===== src/rtl/gerador_direcao_if.sv =====
// gerador_direcao_if: raw board buttons in, one-hot direction pulses and debounced state out
interface gerador_direcao_if;
    logic       btn_n;
    logic       btn_s;
    logic       btn_l;
    logic       btn_o;
    logic       N;
    logic       S;
    logic       L;
    logic       O;
    logic [3:0] pressionado;
    modport master (input btn_n, btn_s, btn_l, btn_o, output N, S, L, O, pressionado);
    modport slave (output btn_n, btn_s, btn_l, btn_o, input N, S, L, O, pressionado);
endinterface


===== src/rtl/gerador_direcao.sv =====
// gerador_direcao: debounced buttons to single-cycle one-hot direction pulses with auto-repeat
module gerador_direcao #(
    parameter int DEBOUNCE_CYCLES = 1000000,
    parameter int REPEAT_DELAY    = 25000000,
    parameter int REPEAT_PERIOD   = 5000000
) (
    input logic               clk_50,
    input logic               reset,
    gerador_direcao_if.master bus
);
    localparam int CW = $clog2(DEBOUNCE_CYCLES + 1);
    localparam int TMAX = (REPEAT_DELAY > REPEAT_PERIOD) ? REPEAT_DELAY : REPEAT_PERIOD;
    localparam int TW = $clog2(TMAX + 1);
    localparam logic [CW-1:0] CNT_LAST = CW'(DEBOUNCE_CYCLES - 1);
    localparam logic [TW-1:0] DELAY_LOAD = (REPEAT_DELAY == 0) ? '0 : TW'(REPEAT_DELAY - 1);
    localparam logic [TW-1:0] PERIOD_LOAD = TW'(REPEAT_PERIOD - 1);

    typedef enum logic [1:0] {IDLE, DELAY, REPEAT} state_t;

    state_t        state;
    logic [3:0]    raw;
    logic [3:0]    s1;
    logic [3:0]    s2;
    logic [3:0]    stable;
    logic [3:0]    dir;
    logic [3:0]    cur;
    logic [3:0]    pulse;
    logic [CW-1:0] cnt [4];
    logic [TW-1:0] timer;

    assign raw = {bus.btn_n, bus.btn_s, bus.btn_l, bus.btn_o};
    assign dir = ((stable & (stable - 4'd1)) == 4'd0) ? stable : 4'd0;
    assign {bus.N, bus.S, bus.L, bus.O} = pulse;
    assign bus.pressionado = stable;

    // two-flop synchronizer, then a per-button counter that flips stable after a long enough disagreement
    always_ff @(posedge clk_50) begin
        if (!reset) begin
            s1 <= '0;
            s2 <= '0;
            stable <= '0;
            for (int i = 0; i < 4; i++) cnt[i] <= '0;
        end else begin
            s1 <= raw;
            s2 <= s1;
            for (int i = 0; i < 4; i++) begin
                if (s2[i] == stable[i]) begin
                    cnt[i] <= '0;
                end else if (cnt[i] == CNT_LAST) begin
                    stable[i] <= s2[i];
                    cnt[i] <= '0;
                end else begin
                    cnt[i] <= cnt[i] + CW'(1);
                end
            end
        end
    end

    // first pulse on a new direction, then one after the delay and periodically while held
    always_ff @(posedge clk_50) begin
        if (!reset) begin
            state <= IDLE;
            cur <= '0;
            timer <= '0;
            pulse <= '0;
        end else begin
            pulse <= '0;
            if (dir == 4'd0) begin
                state <= IDLE;
            end else if (state == IDLE || dir != cur) begin
                pulse <= dir;
                cur <= dir;
                timer <= DELAY_LOAD;
                state <= DELAY;
            end else if (timer != '0) begin
                timer <= timer - TW'(1);
            end else if (REPEAT_DELAY != 0) begin
                pulse <= cur;
                timer <= PERIOD_LOAD;
                state <= REPEAT;
            end
        end
    end
endmodule


===== src/flat_wrapper.sv =====
// flat-port wrapper written by rule: the top's interface ports become plain ports
module gerador_direcao_flat 
#(
    parameter int DEBOUNCE_CYCLES = 1000000,
    parameter int REPEAT_DELAY    = 25000000,
    parameter int REPEAT_PERIOD   = 5000000
)
  (clk_50, reset, bus_btn_n, bus_btn_s, bus_btn_l, bus_btn_o, bus_N, bus_S, bus_L, bus_O, bus_pressionado);
  gerador_direcao_if bus_i ();
  input logic clk_50;
  input logic reset;
  input wire logic [$bits(bus_i.btn_n)-1:0] bus_btn_n;
  input wire logic [$bits(bus_i.btn_s)-1:0] bus_btn_s;
  input wire logic [$bits(bus_i.btn_l)-1:0] bus_btn_l;
  input wire logic [$bits(bus_i.btn_o)-1:0] bus_btn_o;
  output wire logic [$bits(bus_i.N)-1:0] bus_N;
  output wire logic [$bits(bus_i.S)-1:0] bus_S;
  output wire logic [$bits(bus_i.L)-1:0] bus_L;
  output wire logic [$bits(bus_i.O)-1:0] bus_O;
  output wire logic [$bits(bus_i.pressionado)-1:0] bus_pressionado;
  assign bus_i.btn_n = bus_btn_n;
  assign bus_i.btn_s = bus_btn_s;
  assign bus_i.btn_l = bus_btn_l;
  assign bus_i.btn_o = bus_btn_o;
  assign bus_N = bus_i.N;
  assign bus_S = bus_i.S;
  assign bus_L = bus_i.L;
  assign bus_O = bus_i.O;
  assign bus_pressionado = bus_i.pressionado;
  gerador_direcao #(.DEBOUNCE_CYCLES(DEBOUNCE_CYCLES), .REPEAT_DELAY(REPEAT_DELAY), .REPEAT_PERIOD(REPEAT_PERIOD)) u_core (.clk_50(clk_50), .reset(reset), .bus(bus_i));
endmodule

===== config.mk =====
export PLATFORM = sky130hd
export DESIGN_NAME = gerador_direcao_flat
export DESIGN_NICKNAME = d
export VERILOG_FILES = /design/src/rtl/gerador_direcao_if.sv /design/src/rtl/gerador_direcao.sv /design/src/flat_wrapper.sv
export SDC_FILE = /design/constraint.sdc
export NUM_CORES = 1
export LEC_CHECK = 0
export BUFFER_PORTS_ARGS = -buffer_cell sky130_fd_sc_hd__buf_4
export CAP_MARGIN = 20
export CELL_PAD_IN_SITES_DETAIL_PLACEMENT = 0
export CELL_PAD_IN_SITES_GLOBAL_PLACEMENT = 1
export CORE_MARGIN = 2
export CORE_UTILIZATION = 35
export CTS_BUF_LIST = sky130_fd_sc_hd__clkbuf_8
export DETAILED_ROUTE_END_ITERATION = 8
export PLACE_DENSITY_LB_ADDON = 0.1
export SETUP_SLACK_MARGIN = 0.02
export SLEW_MARGIN = 20
export SYNTH_ARGS = -nofsm -noshare
export SYNTH_HDL_FRONTEND = slang
export SYNTH_SLANG_ARGS = --single-unit

===== constraint.sdc =====
create_clock -name clk_50 -period 2.45 [get_ports clk_50]
set_input_delay 0.49 -clock clk_50 [delete_from_list [all_inputs] [get_ports clk_50]]
set_output_delay 0.49 -clock clk_50 [all_outputs]
set_load 0.005 [all_outputs]

Yosys cells after proc, flatten, opt, wreduce, memory -nomap -nowiden
Memory sizes are Yosys's and may differ from the RTL's.
Index checks and enable logic that the tools add are counted.
{"block": "totals", "input_bits": 6, "ram_bits": 80, "output_inout_bits": 8, "reg_bits": 47, "elab_cells": 123, "n_memories": 1}
{"block": "op_classes", "n_reduce_logical": 12, "bitwise": 19, "mux": 64, "addsub": 6, "eq_ne": 10}
{"name": "u_core.cnt", "depth": 4, "word_bits": 20, "read_ports": 4, "rd_clocked_by_memory_dff": 0, "wr": 4, "line": "gerador_direcao.sv:28", "text": "logic [CW-1:0] cnt [4];"}
{"operator": "two-way mux 20 bit", "count": 12}
{"operator": "adder 20 x 1 -> 20 bit (second input constant)", "count": 4}
{"operator": "equality test 20 bit (second input constant)", "count": 4}
{"operator": "two-way mux 25 bit", "count": 2}
{"operator": "two-way mux 1 bit", "count": 47}
{"operator": "nonzero test 25 bit", "count": 1}
{"operator": "subtractor 25 x 1 -> 25 bit (second input constant)", "count": 1}
{"operator": "two-way mux 4 bit", "count": 3}
{"operator": "OR 1 bit", "count": 12}
{"operator": "AND reduction 2 bit", "count": 5}
{"operator": "logical NOT 4 bit", "count": 2}
{"operator": "NOT 1 bit", "count": 6}
{"operator": "bitwise AND 4 bit", "count": 1}
{"operator": "equality test 1 bit", "count": 4}
{"operator": "inequality test 4 bit", "count": 1}
{"operator": "subtractor 4 x 1 -> 4 bit (second input constant)", "count": 1}
{"operator": "OR reduction 3 bit", "count": 1}
{"operator": "logical NOT 2 bit", "count": 1}
{"operator": "inequality test 2 x 1 -> 1 bit (second input constant)", "count": 1}
{"operator": "OR reduction 2 bit", "count": 1}
{"operator": "logical OR 1 bit", "count": 1}

Logic depth before layout (Yosys ltp)
An unclocked memory read counts as a cell.
{"block": "logic_depth", "depth_word": 8, "depth_mapped": 8, "ltp_nobuf": 7}

Worst setup path before layout
OpenSTA, ideal clock, no wires.
{"block": "synth_path", "path_kind": "reg2reg", "startpoint": "reg u_core.timer[8]", "endpoint": "reg u_core.timer[10]", "path_buffers": 2, "required_ps": 2329, "stages_incl_launch_ff": 8, "period_less_slack_ps": 2300, "t_arrival_ps": 2179, "setup_slack_ps": 150, "path_cell_list": "dfxtp_1 -> or4_1 -> buf_2 -> or3_4 -> or3_1 -> buf_6 -> a31oi_4 -> nor2_1"}
{"block": "synth_via", "elab_chain_cells": 3, "elab_cells_between_ends": 4, "cone_classes": "add/sub: 1; mux: 2; reduce/logical: 1"}
{"element": "start: declaration", "line": "gerador_direcao.sv:29", "text": "logic [TW-1:0] timer;"}
{"element": "start signal: assignment", "line": "gerador_direcao.sv:76", "text": "timer <= timer - TW'(1);"}
{"element": "subtractor 25 x 1 -> 25 bit or nonzero test 25 bit (tied branches)", "line": "gerador_direcao.sv:76, gerador_direcao.sv:75"}
{"element": "two-way mux 25 bit *", "line": "gerador_direcao.sv:75", "text": "end else if (timer != '0) begin"}
{"element": "two-way mux 25 bit *", "line": "gerador_direcao.sv:70", "text": "end else if (state == IDLE || dir != cur) begin"}
Every way passes the cells marked *; elsewhere a longest branch is shown, timed or not.
A chain may end at the register's enable or synchronous reset.

Final worst setup path
{"block": "layout_path", "startpoint": "reg u_core.timer[0]", "endpoint": "reg u_core.timer[7]"}
Same word-level chain as after synthesis.

==> impl_metrics.csv <==
group,metric,value,unit
status,status,"complete, no violations",
cts,ctsHoldBuffers,0,
yosys,ys_ff_latch,127,
yosys,ys_types,52,
global_route,grt_pass1_vias,4673,
floorplanning,die_height,140,um
drt,antenna_left,0,
yosys,syn_area,6480,um^2
setup_path,reg2reg_to,"u_core.timer[7]$_SDFFE_PN0N_",
final_layout,multi_input_area,3280,um^2
min_path,hold_end,"u_core.s1[1]$_SDFF_PN0_",
placed_design,place.port_buffers,13,
yosys,syn_inst,648,
setup_path,cp-start-kind,"register",
drt,drt_iter0_markers,249,
final_layout,mostFrequentLayoutCells,"nor2_1 (124), edfxtp_1 (80), conb_1 (80)",
final_layout,finalNonFillerCells,1016,
global_route,grt_overflow,0,
power_and_ir_drop,pwr_density_cell,562,nW/um^2
drt,vias,4856,
yosys,seq_area_frac_synth,51.6,%
drt,drt-pass1-iter-count,6,
min_path,min-delay-start,"bus_btn_l",
timing,layout_min_cycle_time,2.29,ns
min_path,min_path_cells,2,
timing,period_share,93.3,%
global_route,antenna_found_initial,0,
floorplanning,dieArea,19600,um^2
setup_path,cp.arrival,2.62,ns
timing,skew,0.00954,ns
setup_path,critPathKind,"reg2reg",
placed_design,place_congestion,0.789,
yosys,synth_edf_count,80,
global_route,track_usage,14.4,%
timing,fmax,437,MHz
floorplanning,rows,49,
timing,slew_headroom,64.9,%
placed_design,dp_hpwl,9340,um
global_route,grt_max_degree,29,
floorplanning,start_util,35.8,%
final_layout,area_growth,19.6,%
final_layout,post-route-util,42.8,%
job,maxCapViolCount,0,
yosys,async_flop_share,0,%
floorplanning,coreArea,18100,um^2
floorplanning,die_w,140,um
timing,rsz0062_at_grt,"no",
final_layout,regArea,3340,um^2
yosys,syn_avg_cell_area,9.99,um^2
yosys,yosys_warnings,0,
timing,hold_violations,0,
setup_path,reg2reg_slack,0.16,ns
placed_design,place_inst,984,
final_layout,drive_above_1_share,12.1,%
floorplanning,io_pins,14,
yosys,synth_top_cell_area_share,37.1,%
cts,clock_path_buffers,2,
setup_path,critPathMaxFanout,8,
cts,htreeDepth,4,
final_layout,fill_cells,1781,
power_and_ir_drop,ir_worst_vdd,0.000306,V
final_layout,nNetsFinal,785,
yosys,synthTopCellsByArea,"edfxtp_1 (37%), dfxtp_1 (15%), nor2_1 (7.2%)",
timing,fin_setup_tns,0,ns
min_path,hold_path_class,"in2reg",
cts,cts.sinks,127,
setup_path,r2r_start,"u_core.timer[0]$_SDFFE_PN0N_",
cts,clkTransAtPathRegs,0.08,ns
yosys,yosys.area.top_type,"edfxtp_1",
timing,worstMarginPinSlew,0.525,ns
cts,cts_root_buf,"clkbuf_8",
timing,setup_viol,0,
final_layout,antenna_cells,0,
cts,cts_buffers,17,
power_and_ir_drop,total_leakage_power,2.93,nW
yosys,synth_ff_type,"edfxtp_1",
cts,clkLatencyLatePin,0.45,ns
drt,wire_per_inst,13.1,um
setup_path,ff2ff_path_depth,7,
drt,drc,0,
setup_path,cp-end-kind,"register",
final_layout,final_common_cell,"nor2_1",
drt,routed_via_density,4.78,
global_route,grt_pass1_wl,22700,um
setup_path,cp_data_required_time,2.78,ns
cts,cts_tree,"yes",
drt,drt-total-wl,13400,um
timing,slew_viol_final,0,
metal layers:
metal / track usage, % / vias up / share of wire (%)
li1: - / 2479 / -
met1: 19.0 / 2312 / 49
met2: 23.4 / 50 / 47
met3: 3.28 / 15 / 2.3
met4: 5.42 / 0 / 1.6
met5: 0 / - / 0
report_power, final:
group          switching [W]  total (W)  leakage, nW  internal [W]
clock               0.000840    0.00182        0.197      0.000979
sequential         0.0000611    0.00239         1.21       0.00233
combinational      0.0000811   0.000140         1.53     0.0000594
total               0.000982    0.00435         2.93       0.00337
logic make-up (layout without fill, tap and decap cells):
group / after synthesis / in the layout / synth area share [%]
compound gates: 56 / 56 / 6.26
other cells: 1 / 80 / 0.0579
flops: 127 / 127 / 51.6
xor+xnor: 93 / 93 / 12.6
mux: 5 / 5 / 0.773
simple gates: 321 / 321 / 25.2
fa+ha+maj: 5 / 5 / 0.966
buf+inv: 40 / 100 / 2.51
sequential cells by signal (all words and copies together) (netlist names):
register / count
u_core.bus.pressionado: 4
u_core.cnt: 80
u_core.cur: 4
u_core.pulse: 4
u_core.s1: 4
u_core.s2: 4
u_core.state: 2
u_core.timer: 25
Yosys cell counts (2+ instances only):
cell / instances
xor2_1: 49
nand2_1: 34
or3_1: 7
inv_1: 15
nor3_1: 10
buf_2: 4
nor4b_1: 10
o22ai_1: 2
nand4b_1: 2
a21o_1: 7
mux2i_1: 5
a211o_1: 2
o31ai_1: 2
a31oi_1: 6
and4_1: 6
o21ai_0: 10
ha_1: 5
o21a_1: 2
and3_1: 11
or4_1: 5
nor4_1: 17
nor3b_1: 3
and2_1: 14
edfxtp_1: 80
nor4bb_1: 3
nor2_1: 124
xnor2_1: 44
clkbuf_1: 19
nand3_1: 43
dfxtp_1: 47
nand4_1: 22
o211ai_1: 3
or2_2: 3
a21oi_1: 14
how the worst max path moves through the flow:
stage                                             from                       endpoint  slack (ns)  cells after the start
after global routing      u_core.timer[0]$_SDFFE_PN0N_  u_core.timer[15]$_SDFFE_PN0N_        0.03                      7
after floorplan           u_core.timer[8]$_SDFFE_PN0N_  u_core.timer[10]$_SDFFE_PN0N_        0.15                      7
final                     u_core.timer[0]$_SDFFE_PN0N_   u_core.timer[7]$_SDFFE_PN0N_        0.16                      7
after detailed placement  u_core.timer[0]$_SDFFE_PN0N_   u_core.timer[7]$_SDFFE_PN0N_        0.04                      7
after global placement    u_core.timer[0]$_SDFFE_PN0N_  u_core.timer[17]$_SDFFE_PN0N_        0.06                      7
after CTS                 u_core.timer[8]$_SDFFE_PN0N_  u_core.timer[21]$_SDFFE_PN0N_         0.1                      7
area by class of cell:
type	count	share of cell area [%]
Clock inverter	15	1.95
Sequential cell	127	43.2
Timing Repair Buffer	53	5.13
Multi-Input combinational cell	560	42.3
Inverter	15	0.727
Clock buffer	17	3.02
Tap cell	229	3.70
metrics by stage:
stage          total power, W  instance area, um^2  worst slack, ns  hold slack, ns
2_1_floorplan         0.00254                 6770            0.150           0.412
3_3_place_gp          0.00258                 7350           0.0625           0.419
3_5_place_dp          0.00258                 7350           0.0422           0.422
4_1_cts               0.00442                 7740           0.0967           0.216
5_1_grt               0.00455                 7750           0.0262           0.221
6_report              0.00435                 7750            0.164           0.243
timing repair:
action	in CTS	in global routing
setup endpoints to repair	1	5
setup buffers	0	0
cloned	0	0
gates resized for setup	1	2
worst max-delay path: stages (launching register included):
cell and delay [ns]:
dfxtp_1 0.34, inv_1 0.06, ha_1 0.15, or3b_2 0.46
or2_2 0.34, or3_4 0.47, a31oi_4 0.28, nor2_1 0.07
No activity file was read; power rests on OpenSTA's default activity.
